===== src/rtl/sequential_multiplier_pkg.sv =====
// Shared types and constants for the radix-2 Booth sequential multiplier.
package sequential_multiplier_pkg;

  localparam int SEQ_MULT_DEFAULT_W = 32;

  typedef enum logic [1:0] {
    IDLE = 2'd0,
    BUSY = 2'd1,
    DONE = 2'd2
  } state_t;

  typedef enum logic [1:0] {
    OP_NONE = 2'd0,
    OP_ADD  = 2'd1,
    OP_SUB  = 2'd2
  } booth_op_t;

  // Booth recoding of the (q0, q-1) pair.
  function automatic booth_op_t booth_decode(input logic q0, input logic qm1);
    case ({q0, qm1})
      2'b01:   return OP_ADD;
      2'b10:   return OP_SUB;
      default: return OP_NONE;
    endcase
  endfunction

endpackage


===== src/rtl/sequential_multiplier_booth_step.sv =====
// One combinational radix-2 Booth iteration: add/sub/none on the W+1 bit
// accumulator, then an arithmetic right shift of {acc, q, q-1}.
module booth_step
  import sequential_multiplier_pkg::*;
#(
  parameter int W = SEQ_MULT_DEFAULT_W
) (
  input  logic [W:0]   acc_i,
  input  logic [W-1:0] q_i,
  input  logic         qm1_i,
  input  logic [W:0]   m_i,
  output logic [W:0]   acc_o,
  output logic [W-1:0] q_o,
  output logic         qm1_o
);

  logic [W:0] sum;

  // NOTE: every signal assigned in always_comb gets a default first so no latch is inferred.
  always_comb begin
    sum = acc_i;
    case (booth_decode(q_i[0], qm1_i))
      OP_ADD:  sum = acc_i + m_i;
      OP_SUB:  sum = acc_i - m_i;
      default: sum = acc_i;
    endcase
    acc_o = {sum[W], sum[W:1]};
    q_o   = {sum[0], q_i[W-1:1]};
    qm1_o = q_i[0];
  end

endmodule


===== src/rtl/sequential_multiplier.sv =====
// Signed W x W sequential multiplier, one Booth step per cycle, W-cycle latency.
// Optional `busy` output is enabled by defining SEQ_MULT_BUSY_EN.
module sequential_multiplier
  import sequential_multiplier_pkg::*;
#(
  parameter int W = SEQ_MULT_DEFAULT_W
) (
  input  logic           clk,
  input  logic           rst,
  input  logic           start,
  input  logic [W-1:0]   a,
  input  logic [W-1:0]   b,
  output logic [2*W-1:0] product,
  output logic           done
`ifdef SEQ_MULT_BUSY_EN
  ,
  output logic           busy
`endif
);

  localparam int CW = $clog2(W);

  state_t         state_q;
  logic [W:0]     m_q;
  logic [W:0]     acc_q;
  logic [W-1:0]   q_q;
  logic           qm1_q;
  logic [CW-1:0]  cnt_q;
  logic [2*W-1:0] product_q;
  logic           done_q;
  logic           busy_q;

  logic [W:0]     acc_d;
  logic [W-1:0]   q_d;
  logic           qm1_d;

  booth_step #(.W(W)) u_booth_step (
    .acc_i (acc_q),
    .q_i   (q_q),
    .qm1_i (qm1_q),
    .m_i   (m_q),
    .acc_o (acc_d),
    .q_o   (q_d),
    .qm1_o (qm1_d)
  );

  // NOTE: sequential state uses non-blocking assignments so every register samples pre-edge values.
  always_ff @(posedge clk or posedge rst) begin
    if (rst) begin
      state_q   <= IDLE;
      m_q       <= '0;
      acc_q     <= '0;
      q_q       <= '0;
      qm1_q     <= 1'b0;
      cnt_q     <= '0;
      product_q <= '0;
      done_q    <= 1'b0;
      busy_q    <= 1'b0;
    end else begin
      case (state_q)
        IDLE, DONE: begin
          if (start) begin
            state_q <= BUSY;
            m_q     <= {a[W-1], a};
            acc_q   <= '0;
            q_q     <= b;
            qm1_q   <= 1'b0;
            cnt_q   <= '0;
            done_q  <= 1'b0;
            busy_q  <= 1'b1;
          end
        end
        BUSY: begin
          acc_q <= acc_d;
          q_q   <= q_d;
          qm1_q <= qm1_d;
          cnt_q <= cnt_q + 1'b1;
          // The exact product always fits the low 2W bits of {acc, q}.
          if (cnt_q == CW'(W - 1)) begin
            state_q   <= DONE;
            product_q <= {acc_d[W-1:0], q_d};
            done_q    <= 1'b1;
            busy_q    <= 1'b0;
          end
        end
        default: begin
          state_q <= IDLE;
          busy_q  <= 1'b0;
        end
      endcase
    end
  end

  assign product = product_q;
  assign done    = done_q;

`ifdef SEQ_MULT_BUSY_EN
  assign busy = busy_q;
`else
  logic unused_busy;
  assign unused_busy = busy_q;
`endif

endmodule


===== config.mk =====
export PLATFORM = sky130hd
export DESIGN_NAME = sequential_multiplier
export DESIGN_NICKNAME = d
export VERILOG_FILES = /design/src/rtl/sequential_multiplier_pkg.sv /design/src/rtl/sequential_multiplier_booth_step.sv /design/src/rtl/sequential_multiplier.sv
export SDC_FILE = /design/constraint.sdc
export NUM_CORES = 1
export LEC_CHECK = 0
export BUFFER_PORTS_ARGS = -buffer_cell sky130_fd_sc_hd__buf_2
export CORE_UTILIZATION = 39
export DETAILED_ROUTE_END_ITERATION = 12
export GPL_TIMING_DRIVEN = 0
export HOLD_SLACK_MARGIN = 0.02
export SETUP_SLACK_MARGIN = 0.5
export SLEW_MARGIN = 20
export SYNTH_ARGS = -nofsm -noshare
export SYNTH_HDL_FRONTEND = slang
export SYNTH_SLANG_ARGS = --single-unit

===== constraint.sdc =====
create_clock -name clk -period 6.4 [get_ports clk]
set_clock_uncertainty 0.2 [all_clocks]
set_input_delay 1.28 -clock clk [delete_from_list [all_inputs] [get_ports clk]]
set_output_delay 1.28 -clock clk [all_outputs]
set_load 0.05 [all_outputs]

======== Yosys cells after proc, flatten, opt, wreduce, memory -nomap -nowiden ========
Index checks and enable logic that the tools add are counted.
cells by class
  reduce and logical (&&, ||, !) cells .... 8
  equal/unequal tests ..................... 9
  $add $sub $neg .......................... 3
  multiply operators ...................... 0
  order comparisons ....................... 0
  div/mod/pow operators ................... 0
  muxes and demuxes ....................... 15
  shifts and indexed selects .............. 0
  bitwise gates (word level) .............. 0
operators with widths
  operator                                                         count
  33-bit case mux with 2 select lines                              2
  32-bit case mux with 2 select lines                              1
  33-bit adder                                                     1
  33-bit 2-to-1 mux                                                1
  33-bit subtractor                                                1
  32-bit 2-to-1 mux                                                1
  5-bit case mux with 2 select lines                               1
  2-bit case mux with 2 select lines                               2
  2-bit AND reduction                                              4
  2-bit by 1-bit == test with 1-bit output, second input constant  3
  2-bit == test, second input constant                             3
  5-bit by 1-bit adder with 5-bit output, second input constant    1
  5-bit == test, second input constant                             1
  5-bit 2-to-1 mux                                                 1
  2-bit 2-to-1 mux                                                 2
  2-bit inequality test, second input constant                     2
  1-bit case mux with 2 select lines                               2
  3-bit AND reduction                                              1
  2-bit logical NOT                                                1
  1-bit 2-to-1 mux                                                 2
  2-bit nonzero test                                               1
  2-bit OR reduction                                               1
word-level totals
  memories ................................ 0
  input bits .............................. 67
  ROM bits ................................ 0
  bits in latches ......................... 0
  output and inout bits ................... 65
  word-level logic and storage cells ...... 43
  bits in registers ....................... 170
  RAM bits ................................ 0

======== Logic depth before layout (Yosys ltp) ========
Gate-level depths: netlist (run 1).
  word-level depth ........................ 5
  mapped depth ............................ 17

======== Hierarchy ========
From an unflattened synthesis (run 1), not the netlist that was laid out.
unflattened totals
  cell total of the unflattened synthesis .. 997
  area total of the unflattened synthesis .. 9763.1 um^2
by module, submodules not included
  module                 instances  area each (um^2)  cells an instance
  sequential_multiplier  1          6666.4            522
  booth_step             1          3096.7            475

======== Worst setup path after synthesis (run 1) ========
No wires, ideal clock.
  kind .................................... register to register
  from .................................... register m_q[3]
  to ...................................... register product_q[63], in the netlist product[63]
  cell stages (with the launch flop) ...... 18
  library setup time ...................... 0.082 ns
  buffers on the path ..................... 1
  setup slack ............................. 2.150 ns
  arrival time ............................ 3.968 ns
  data required time ...................... 6.118 ns
  cell sequence ........................... dfrtp_1 -> nor3_4 -> nand4b_1 -> or4_1 -> nor2_1 -> nand2_1 -> nor2_1 -> a21oi_1 -> xnor2_1 -> ha_1 -> clkbuf_1 -> and3_1 -> nand3_1 -> a211oi_1 -> o211ai_1 -> and3_4 -> or4_1 -> a31oi_1
on the way
  cells in the longest elaborated chain, start to end .. 2
  elaborated cells on any way between the ends .. 3
  classes of those cells .................. 2 x add/sub; 1 x mux
RTL lines
  what                                               RTL line                                                                        RTL
  start: declaration                                 sequential_multiplier.sv:24                                                     logic [W:0] m_q;
  start signal: assignment                           sequential_multiplier.sv:64                                                     m_q <= {a[W-1], a};
  33-bit subtractor or 33-bit adder (tied branches)  sequential_multiplier_booth_step.sv:24, sequential_multiplier_booth_step.sv:23
  33-bit case mux with 2 select lines *              sequential_multiplier_booth_step.sv:22                                          case (booth_decode(q_i[0], qm1_i))
  end signal: assignment                             sequential_multiplier.sv:81                                                     product_q <= {acc_d[W-1:0], q_d};
  end: declaration                                   sequential_multiplier.sv:29                                                     logic [2*W-1:0] product_q;
Every way passes the cells marked *; elsewhere a longest branch is shown, timed or not.
A chain may end at the register's enable or synchronous reset.

======== Worst setup path after layout (run 1) ========
Ends and elaborated chain as after synthesis.

==> results.sh, run 1 <==
export IMPL_viasPerCell=5.29
export IMPL_ys_warn_count=0
export IMPL_min_path_type="reg -> reg"
export IMPL_final_cell_mix="316 x nand2_1, 169 x dfrtp_1, 132 x buf_2"
export IMPL_wl_per_cell_um=17.2
export IMPL_finalCriticalPeriod_ns=5.13
export IMPL_synthArstFlopShare=1.00
export IMPL_multiInputGateArea_sq_um=4790
export IMPL_wl_met3_um=1510
export IMPL_start_util=0.397
export IMPL_top_layer="met5"
export IMPL_rsz0062_at_grt="false"
export IMPL_seqCellArea_sq_um=4230
export IMPL_synth_area_sq_um=9310
export IMPL_ys_flop_type="dfrtp_1"
export IMPL_grt_pass1_wl_um=42800
export IMPL_synth_nets=1180
export IMPL_ctsResizeCount=0
export IMPL_syn2layout_area_growth_pct=19.9
export IMPL_fmax_mhz=195
export IMPL_holdWs_ns=0.273
export IMPL_synth_edf_count=0
export IMPL_vias=8267
export IMPL_place_congestion=0.916
export IMPL_grt_use_total=0.230
export IMPL_setup_viol=0
export IMPL_layout_commonest_cell="nand2_1"
export IMPL_worst_slack_ns=1.27
export IMPL_synthCells=1076
export IMPL_fp_coreArea_sq_um=23500
export IMPL_ys_types=59
export IMPL_ios=132
export IMPL_endpoint_kind="flop"
export IMPL_antenna_found_initial=1
export IMPL_clockRootBuffer="clkbuf_16"
export IMPL_die_area_sq_um=24500
export IMPL_wl_met2_um=12600
export IMPL_overflow=0
export IMPL_worst_setup_path_start_kind="flop"
export IMPL_fillCellCount=2303
export IMPL_cts_tree="done"
export IMPL_clockBufferDepth=2
export IMPL_finish_utilization=0.475
export IMPL_dpl_hpwl_um=19900
export IMPL_path_clk_slew_ns=0.08
export IMPL_routed_wl_um=27000
export IMPL_avgSynthCellArea_sq_um=8.65
export IMPL_path_class="reg -> reg"
export IMPL_num_antenna_cells=0
export IMPL_status="finished, final reports clean"
export IMPL_die_h_um=156
export IMPL_htreeDepth=4
export IMPL_nets=1336
export IMPL_cts_hold_buf=0
export IMPL_cp_required_ns=6.57
export IMPL_crit_fanout=7
export IMPL_tightest_slew_ns=0.878
export IMPL_clock_sinks=169
export IMPL_grt_max_degree=34
export IMPL_dr_first_iter_drc_count=497
export IMPL_cap_viol_max_count=0
export IMPL_ant_nets=0
export IMPL_hold_viol_final=0
export IMPL_crit_arrival_ns=5.30
export IMPL_drtPass1Iterations=5
export IMPL_cts_buffers=17
export IMPL_post_cts_buffers=0
export IMPL_min_period_over_period=0.801
export IMPL_grt_pass1_vias=7901
export IMPL_num_rows=56
export IMPL_drt_met1_wl_um=12300
export IMPL_ys_seq_area_frac=0.454
export IMPL_relSlewSlack=0.414
export IMPL_setup_tns_ns=0
export IMPL_synth_ff_latch_count=169
export IMPL_drc=0
export IMPL_post_place_ws_ns=1.32
export IMPL_die_w_um=156
export IMPL_maxSlewViolCount=0
export IMPL_drive_gt1_frac=0.149
export IMPL_insertion_delay_ns=0.45
export IMPL_port_buffers=131
-- state kept, by name (all words and copies together) (netlist names) --
| name | flops |
|---|---|
| acc_q | 32 |
| cnt_q | 5 |
| done | 1 |
| m_q | 32 |
| product | 64 |
| q_q | 32 |
| qm1_q | 1 |
| state_q | 2 |
-- synthesized netlist by cell type (all sizes together), types with 3 or more instances --
cell	count	area, sq um
a211oi	3	22.5
a21o	17	128
a21oi	60	300
a22o	4	35.0
a22oi	32	240
a31oi	8	50.1
a32oi	5	43.8
and2	8	51.3
and3	12	80.1
buf	8	31.3
clkbuf	52	195
dfrtp	169	4230
ha	36	450
inv	16	60.1
mux2	3	33.8
mux2i	16	160
nand2	316	1190
nand2b	14	87.6
nand3	18	90.1
nand3b	4	30.0
nand4	7	58.8
nor2	45	169
nor2b	5	31.3
nor3	17	96.4
nor3b	3	22.5
nor4	6	88.8
o211ai	11	82.6
o21a	4	30.0
o21ai	82	410
o21bai	6	45.0
o221ai	3	26.3
o31ai	3	22.5
o41ai	3	26.3
or4	4	30.0
xnor2	43	377
xor2	12	105
-- through the flow --
step,cells,area [sq um]
floorplan,1076,9310
CTS,1564,11200
global placement,1526,10400
detailed placement,1532,10500
finish,1564,11200
global route,1564,11200
-- cell type report --
type	instances	area share
multi-input combinational	831	0.429
buffer	60	0.0203
tap	319	0.0358
sequential	169	0.379
clock inverter	15	0.0216
clock buffer	17	0.0381
inverter	16	0.00572
timing repair buffer	137	0.0702
-- final timing paths --
path,from,end,slack (ns),cells after the start
min in group asynchronous,rst,product[4],0.66,3
max in group asynchronous,rst,product[22],4.72,5
worst min register to register,product[51],product[51],0.27,2
worst max-delay path,m_q[3],product[63],1.27,17
worst max register to register,m_q[3],product[63],1.27,17
worst min-delay path,product[51],product[51],0.27,2
-- logic make-up (layout without fill, tap and decap cells) --
family,after synthesis,in the layout,synth area share
AO/OA/AOI/OAI,254,254,0.169
flip-flops,169,169,0.454
XOR/XNOR,55,55,0.0518
multiplexers,19,19,0.0208
adder cells (fa/ha/maj),37,37,0.0505
buffers and inverters,76,245,0.0308
AND/OR/NAND/NOR,466,466,0.223
-- layer usage --
layer,track usage,vias to the layer above
li1,-,4028
met1,0.311,3973
met2,0.368,226
met3,0.0462,38
met4,0.0780,2
met5,0,-
-- worst max-delay path, cell delays in order (launching register included) --
cell	delay, ns
dfrtp_1	0.44
nor3_4	0.32
nand4b_1	0.27
or4_1	0.56
nor2_1	0.21
nand2_1	0.10
nor2_1	0.28
a21oi_1	0.14
xnor2_1	0.20
ha_1	0.29
clkbuf_1	0.25
and3_1	0.26
nand3_1	0.12
a211oi_1	0.36
o211ai_1	0.21
and3_4	0.20
or4_1	0.47
a31oi_1	0.17
Power of run 1 is not shown: default switching activity piles up to over one toggle a cycle in this logic, so the estimate is an artifact.
==> run 2, diff against run 1 <==
==> constraint.sdc (replaced) <==
create_clock -name clk -period 5.1 [get_ports clk]
set_clock_uncertainty 0.2 [all_clocks]
set_input_delay 1.02 -clock clk [delete_from_list [all_inputs] [get_ports clk]]
set_output_delay 1.02 -clock clk [all_outputs]
set_load 0.05 [all_outputs]
==> run 2 against run 1 <==
Critical path depth unchanged; cell area increased by 1.3%; register-to-register slack got worse by 0.63 ns; non-clock buffer count increased by 9; sequential share of layout area decreased by 0.44 points; first-iteration DRC count increased by 1.8%; worst setup slack got worse by 0.63 ns.
==> results.sh, run 2 (synthesis gave the netlist of run 1 again) <==
export IMPL_fp_coreArea_sq_um=23500
export IMPL_r2r_start="m_q[9]"
export IMPL_grt_pass1_vias=7956
export IMPL_ant_nets=0
export IMPL_grtUsageMet1=0.311
export IMPL_tightest_slew_ns=0.861
export IMPL_r2r_cells=17
export IMPL_die_h_um=156
export IMPL_die_area_sq_um=24500
export IMPL_drive_gt1_frac=0.172
export IMPL_start_util=0.397
export IMPL_min_path_type="reg -> reg"
export IMPL_path_clk_slew_ns=0.08
export IMPL_vias=8273
export IMPL_clockBufferDepth=2
export IMPL_r2r_end="product[63]"
export IMPL_cap_viol_max_count=0
export IMPL_cp_required_ns=5.27
export IMPL_use_met2=0.368
export IMPL_relSlewSlack=0.426
export IMPL_fillCellCount=2298
export IMPL_ios=132
export IMPL_clock_sinks=169
export IMPL_drc=0
export IMPL_grt_pass1_wl_um=43000
export IMPL_setup_tns_ns=0
export IMPL_status="finished, final reports clean"
export IMPL_busiest_layer="met2"
export IMPL_largest_reg_flops=64
export IMPL_crit_arrival_ns=4.62
export IMPL_wl_per_cell_um=17.3
export IMPL_routed_wl_um=27200
export IMPL_grt_util_met3=0.0490
export IMPL_overflow=0
export IMPL_rsz0062_at_grt="true"
export IMPL_place_congestion=0.916
export IMPL_cts_buffers=17
export IMPL_crit_fanout=7
export IMPL_dpl_hpwl_um=19900
export IMPL_worst_setup_path_start_kind="flop"
export IMPL_cts_tree="done"
export IMPL_hold_start="product[52]"
export IMPL_die_w_um=156
export IMPL_whs_endpoint="product[52]"
export IMPL_insertion_delay_ns=0.45
export IMPL_hold_viol_final=0
export IMPL_clockRootBuffer="clkbuf_16"
export IMPL_num_antenna_cells=0
export IMPL_fmax_mhz=225
export IMPL_final_cell_mix="315 x nand2_1, 166 x dfrtp_1, 132 x buf_2"
export IMPL_r2r_setup_slack_ns=0.65
export IMPL_setup_viol=0
export IMPL_num_rows=56
export IMPL_grt_use_total=0.232
export IMPL_antenna_found_initial=1
export IMPL_port_buffers=131
export IMPL_hold_path_depth=2
export IMPL_syn2layout_area_growth_pct=21.4
export IMPL_endpoint_kind="flop"
export IMPL_grt_max_degree=34
export IMPL_nets=1345
export IMPL_path_class="reg -> reg"
export IMPL_htreeDepth=4
export IMPL_dr_first_iter_drc_count=506
export IMPL_maxSlewViolCount=0
export IMPL_worst_slack_ns=0.646
export IMPL_viasPerCell=5.26
export IMPL_drtPass1Iterations=5
export IMPL_finalCriticalPeriod_ns=4.45
export IMPL_min_period_over_period=0.873
export IMPL_layout_commonest_cell="nand2_1"
export IMPL_post_place_ws_ns=0.0153
run 2: cell count changes in the layout (fill, tap and decap cells not counted), sizes merged:
| cell | change |
|---|---|
| buf | +8 |
| clkbuf | +1 |
run 2: timing repair:
| item | 4_1_cts | 5_1_grt |
|---|---|---|
| endpoints found under the setup margin | 6 | 24 |
| buffers inserted | 3 | 6 |
| pin swaps | 4 | 10 |
| hold buffers | 0 | 0 |
| resized for setup | 4 | 25 |
run 2: how the worst max path moves through the flow:
| stage | from | to | slack [ns] | cells after the start |
|---|---|---|---|---|
| finish | m_q[9] | product[63] | 0.65 | 17 |
| global route | m_q[9] | product[63] | 0.45 | 17 |
| CTS | m_q[3] | product[63] | 0.52 | 17 |
| detailed placement | m_q[3] | product[63] | 0.02 | 17 |
| global placement | m_q[3] | product[63] | 0.04 | 17 |
| floorplan | m_q[3] | product[63] | 0.85 | 17 |
run 2: per-layer routing:
| metal | up-vias | share of wire |
|---|---|---|
| li1 | 4046 | - |
| met1 | 3958 | 0.46 |
| met2 | 227 | 0.47 |
| met3 | 40 | 0.055 |
| met4 | 2 | 0.021 |
| met5 | - | 0.00048 |
run 2: worst max-delay path, stage by stage, from the launching register on:
cell      delay (ns)
dfrtp_1         0.44
nor4_4          0.32
nand2_1         0.13
or4_4           0.52
nor2_4          0.13
nand2_2         0.09
nor2_4          0.16
a21oi_1         0.11
xnor2_2         0.20
ha_1            0.28
clkbuf_4        0.16
and3_4          0.20
nand3_1         0.12
o211ai_1        0.27
o211ai_1        0.21
and3_4          0.20
or4_1           0.47
a31oi_1         0.17
run 2: area by class of cell:
class,instances,area (sq um),area share
inverter,16,63.8,0.00565
buffer,60,236,0.0209
clock buffer,17,425,0.0376
tap,319,399,0.0353
clock inverter,15,241,0.0214
multi-input combinational,831,4850,0.429
sequential,169,4230,0.375
timing repair buffer,146,851,0.0753
run 2: metrics by stage:
stage                     hold WS, ns  instances  area [sq um]  utilization
after floorplan                 0.249       1076          9310            -
after CTS                       0.278       1567         11200        0.477
after global routing            0.293       1573         11300        0.481
after global placement          0.254       1526         10400        0.442
after detailed placement        0.257       1532         10500        0.447
final                           0.274       1573         11300        0.481
Power of run 2 is left out for the same reason.
==> run 3, diff against run 2 <==
--- a/config.mk
+++ b/config.mk
@@ -10,7 +10,8 @@
 export DETAILED_ROUTE_END_ITERATION = 12
 export GPL_TIMING_DRIVEN = 0
 export HOLD_SLACK_MARGIN = 0.02
-export SETUP_SLACK_MARGIN = 0.5
+export REMOVE_ABC_BUFFERS = 1
+export SETUP_SLACK_MARGIN = 0.15
 export SLEW_MARGIN = 20
 export SYNTH_ARGS = -nofsm -noshare
 export SYNTH_HDL_FRONTEND = slang
==> run 3 against run 2 <==
Via count down 5.1%; die area unchanged; non-clock buffer count is 59 lower; sequential cell count is the same; critical path type unchanged; critical endpoint unchanged; largest cell class unchanged; highest routed layer is now met4.
==> results.sh, run 3 (synthesis gave the netlist of run 1 again) <==
export IMPL_status="finished, final reports clean"
export IMPL_holdWs_ns=0.272
export IMPL_start_util=0.397
export IMPL_insertion_delay_ns=0.43
export IMPL_worst_setup_path_start_kind="flop"
export IMPL_layout_commonest_cell="nand2_1"
export IMPL_finalCriticalPeriod_ns=4.61
export IMPL_grt_use_total=0.204
export IMPL_maxSlewViolCount=0
export IMPL_multiInputGateArea_sq_um=4860
export IMPL_whs_endpoint="product[26]"
export IMPL_drive_gt1_frac=0.174
export IMPL_r2r_start="m_q[4]"
export IMPL_cp_required_ns=5.24
export IMPL_die_h_um=156
export IMPL_path_clk_slew_ns=0.08
export IMPL_overflow=0
export IMPL_drtPass1Iterations=5
export IMPL_crit_slowest_cell="or4_1"
export IMPL_largest_reg_flops=64
export IMPL_fp_coreArea_sq_um=23500
export IMPL_place_congestion=0.847
export IMPL_vias=7849
export IMPL_r2r_cells=16
export IMPL_seqCellArea_sq_um=4230
export IMPL_dr_first_iter_drc_count=490
export IMPL_routed_wl_um=23800
export IMPL_cp_top_family="simple AND/OR/NAND/NOR gates"
export IMPL_port_buffers=131
export IMPL_drc=0
export IMPL_crit_fanout=7
export IMPL_grt_max_degree=93
export IMPL_cts_hold_buf=0
export IMPL_hold_start="product[26]"
export IMPL_nets=1286
export IMPL_cp_num_buf_inv=0
export IMPL_die_area_sq_um=24500
export IMPL_grt_pass1_vias=7633
export IMPL_r2r_setup_slack_ns=0.49
export IMPL_cts_buffers=17
export IMPL_hold_viol_final=0
export IMPL_wl_per_cell_um=15.7
export IMPL_path_class="reg -> reg"
export IMPL_final_cell_mix="315 x nand2_1, 169 x dfrtp_1, 131 x buf_2"
export IMPL_rsz0062_at_grt="false"
export IMPL_relSlewSlack=0.502
export IMPL_fmax_mhz=217
export IMPL_ant_nets=0
export IMPL_crit_path_max_incr_delay_ns=0.58
export IMPL_ios=132
export IMPL_clockRootBuffer="clkbuf_16"
export IMPL_endpoint_kind="flop"
export IMPL_cap_viol_max_count=0
export IMPL_min_period_over_period=0.905
export IMPL_r2r_end="product[63]"
export IMPL_fillCellCount=2302
export IMPL_tightest_slew_ns=0.747
export IMPL_htreeDepth=4
export IMPL_clock_sinks=169
export IMPL_dpl_hpwl_um=16400
export IMPL_cts_tree="done"
export IMPL_hold_path_depth=2
export IMPL_viasPerCell=5.18
export IMPL_grt_pass1_wl_um=39400
export IMPL_antenna_found_initial=1
export IMPL_crit_arrival_ns=4.76
export IMPL_syn2layout_area_growth_pct=19.5
export IMPL_clockBufferDepth=2
export IMPL_num_rows=56
export IMPL_die_w_um=156
export IMPL_min_path_type="reg -> reg"
export IMPL_setup_viol=0
export IMPL_crit_top_cell="or4_1"
export IMPL_crit_chain="nor3_4 > nand4b_1 > or4_1 > nor2_2 > nand2_1 > nor2_4 > a21oi_1 > xnor2_1 > ha_2 > and3_1 > nand3_1 > a211oi_2 > o211ai_1 > and3_4 > or4_1 > a31oi_1"
## run 3: timing repair
item                       CTS  global route
pin swaps                    0             4
resized for setup            2             4
setup endpoints to repair    2             2
buffers inserted             0             5
## run 3: through the flow
stage | setup TNS, ns | area [sq um] | utilization | cells | setup WS, ns
2_1_floorplan | -149.79 | 9080 | - | 1016 | -0.721
3_3_place_gp | -1023.88 | 10100 | 0.432 | 1466 | -5.82
3_5_place_dp | 0 | 10500 | 0.446 | 1477 | 0.0415
4_1_cts | 0 | 11100 | 0.472 | 1509 | 0.232
5_1_grt | 0 | 11100 | 0.474 | 1514 | 0.178
6_report | 0 | 11100 | 0.474 | 1515 | 0.486
## run 3: routing by layer
layer  global-route usage  up-vias  part of all wire
met5                    0        -                 0
met4               0.0495        0            0.0074
met3               0.0424       13             0.048
met2                0.332      152              0.47
met1                0.276     3753              0.48
li1                     -     3931                 -
## run 3: worst max-delay path by stage
stage                start  cells after the start     endpoint
global route        m_q[4]                     16  product[63]
floorplan            start                      4    acc_q[21]
finish              m_q[4]                     16  product[63]
detailed placement  m_q[3]                     16  product[63]
global placement     start                      5    acc_q[29]
CTS                 m_q[3]                     16  product[63]
## run 3: worst min-delay path, stage by stage, from the launching register on
cell and delay, ns:
dfrtp_1 0.34, nand2_1 0.05, nand2_1 0.05
## run 3: final cells by class
cell class,count,area share
Tap cell,319,0.0359
Clock buffer,18,0.0395
Inverter,16,0.00607
Timing Repair Buffer,147,0.0882
Sequential cell,169,0.380
Antenna cell,1,0.000225
Multi-Input combinational cell,831,0.437
Clock inverter,14,0.0132
Power of run 3 is left out for the same reason.
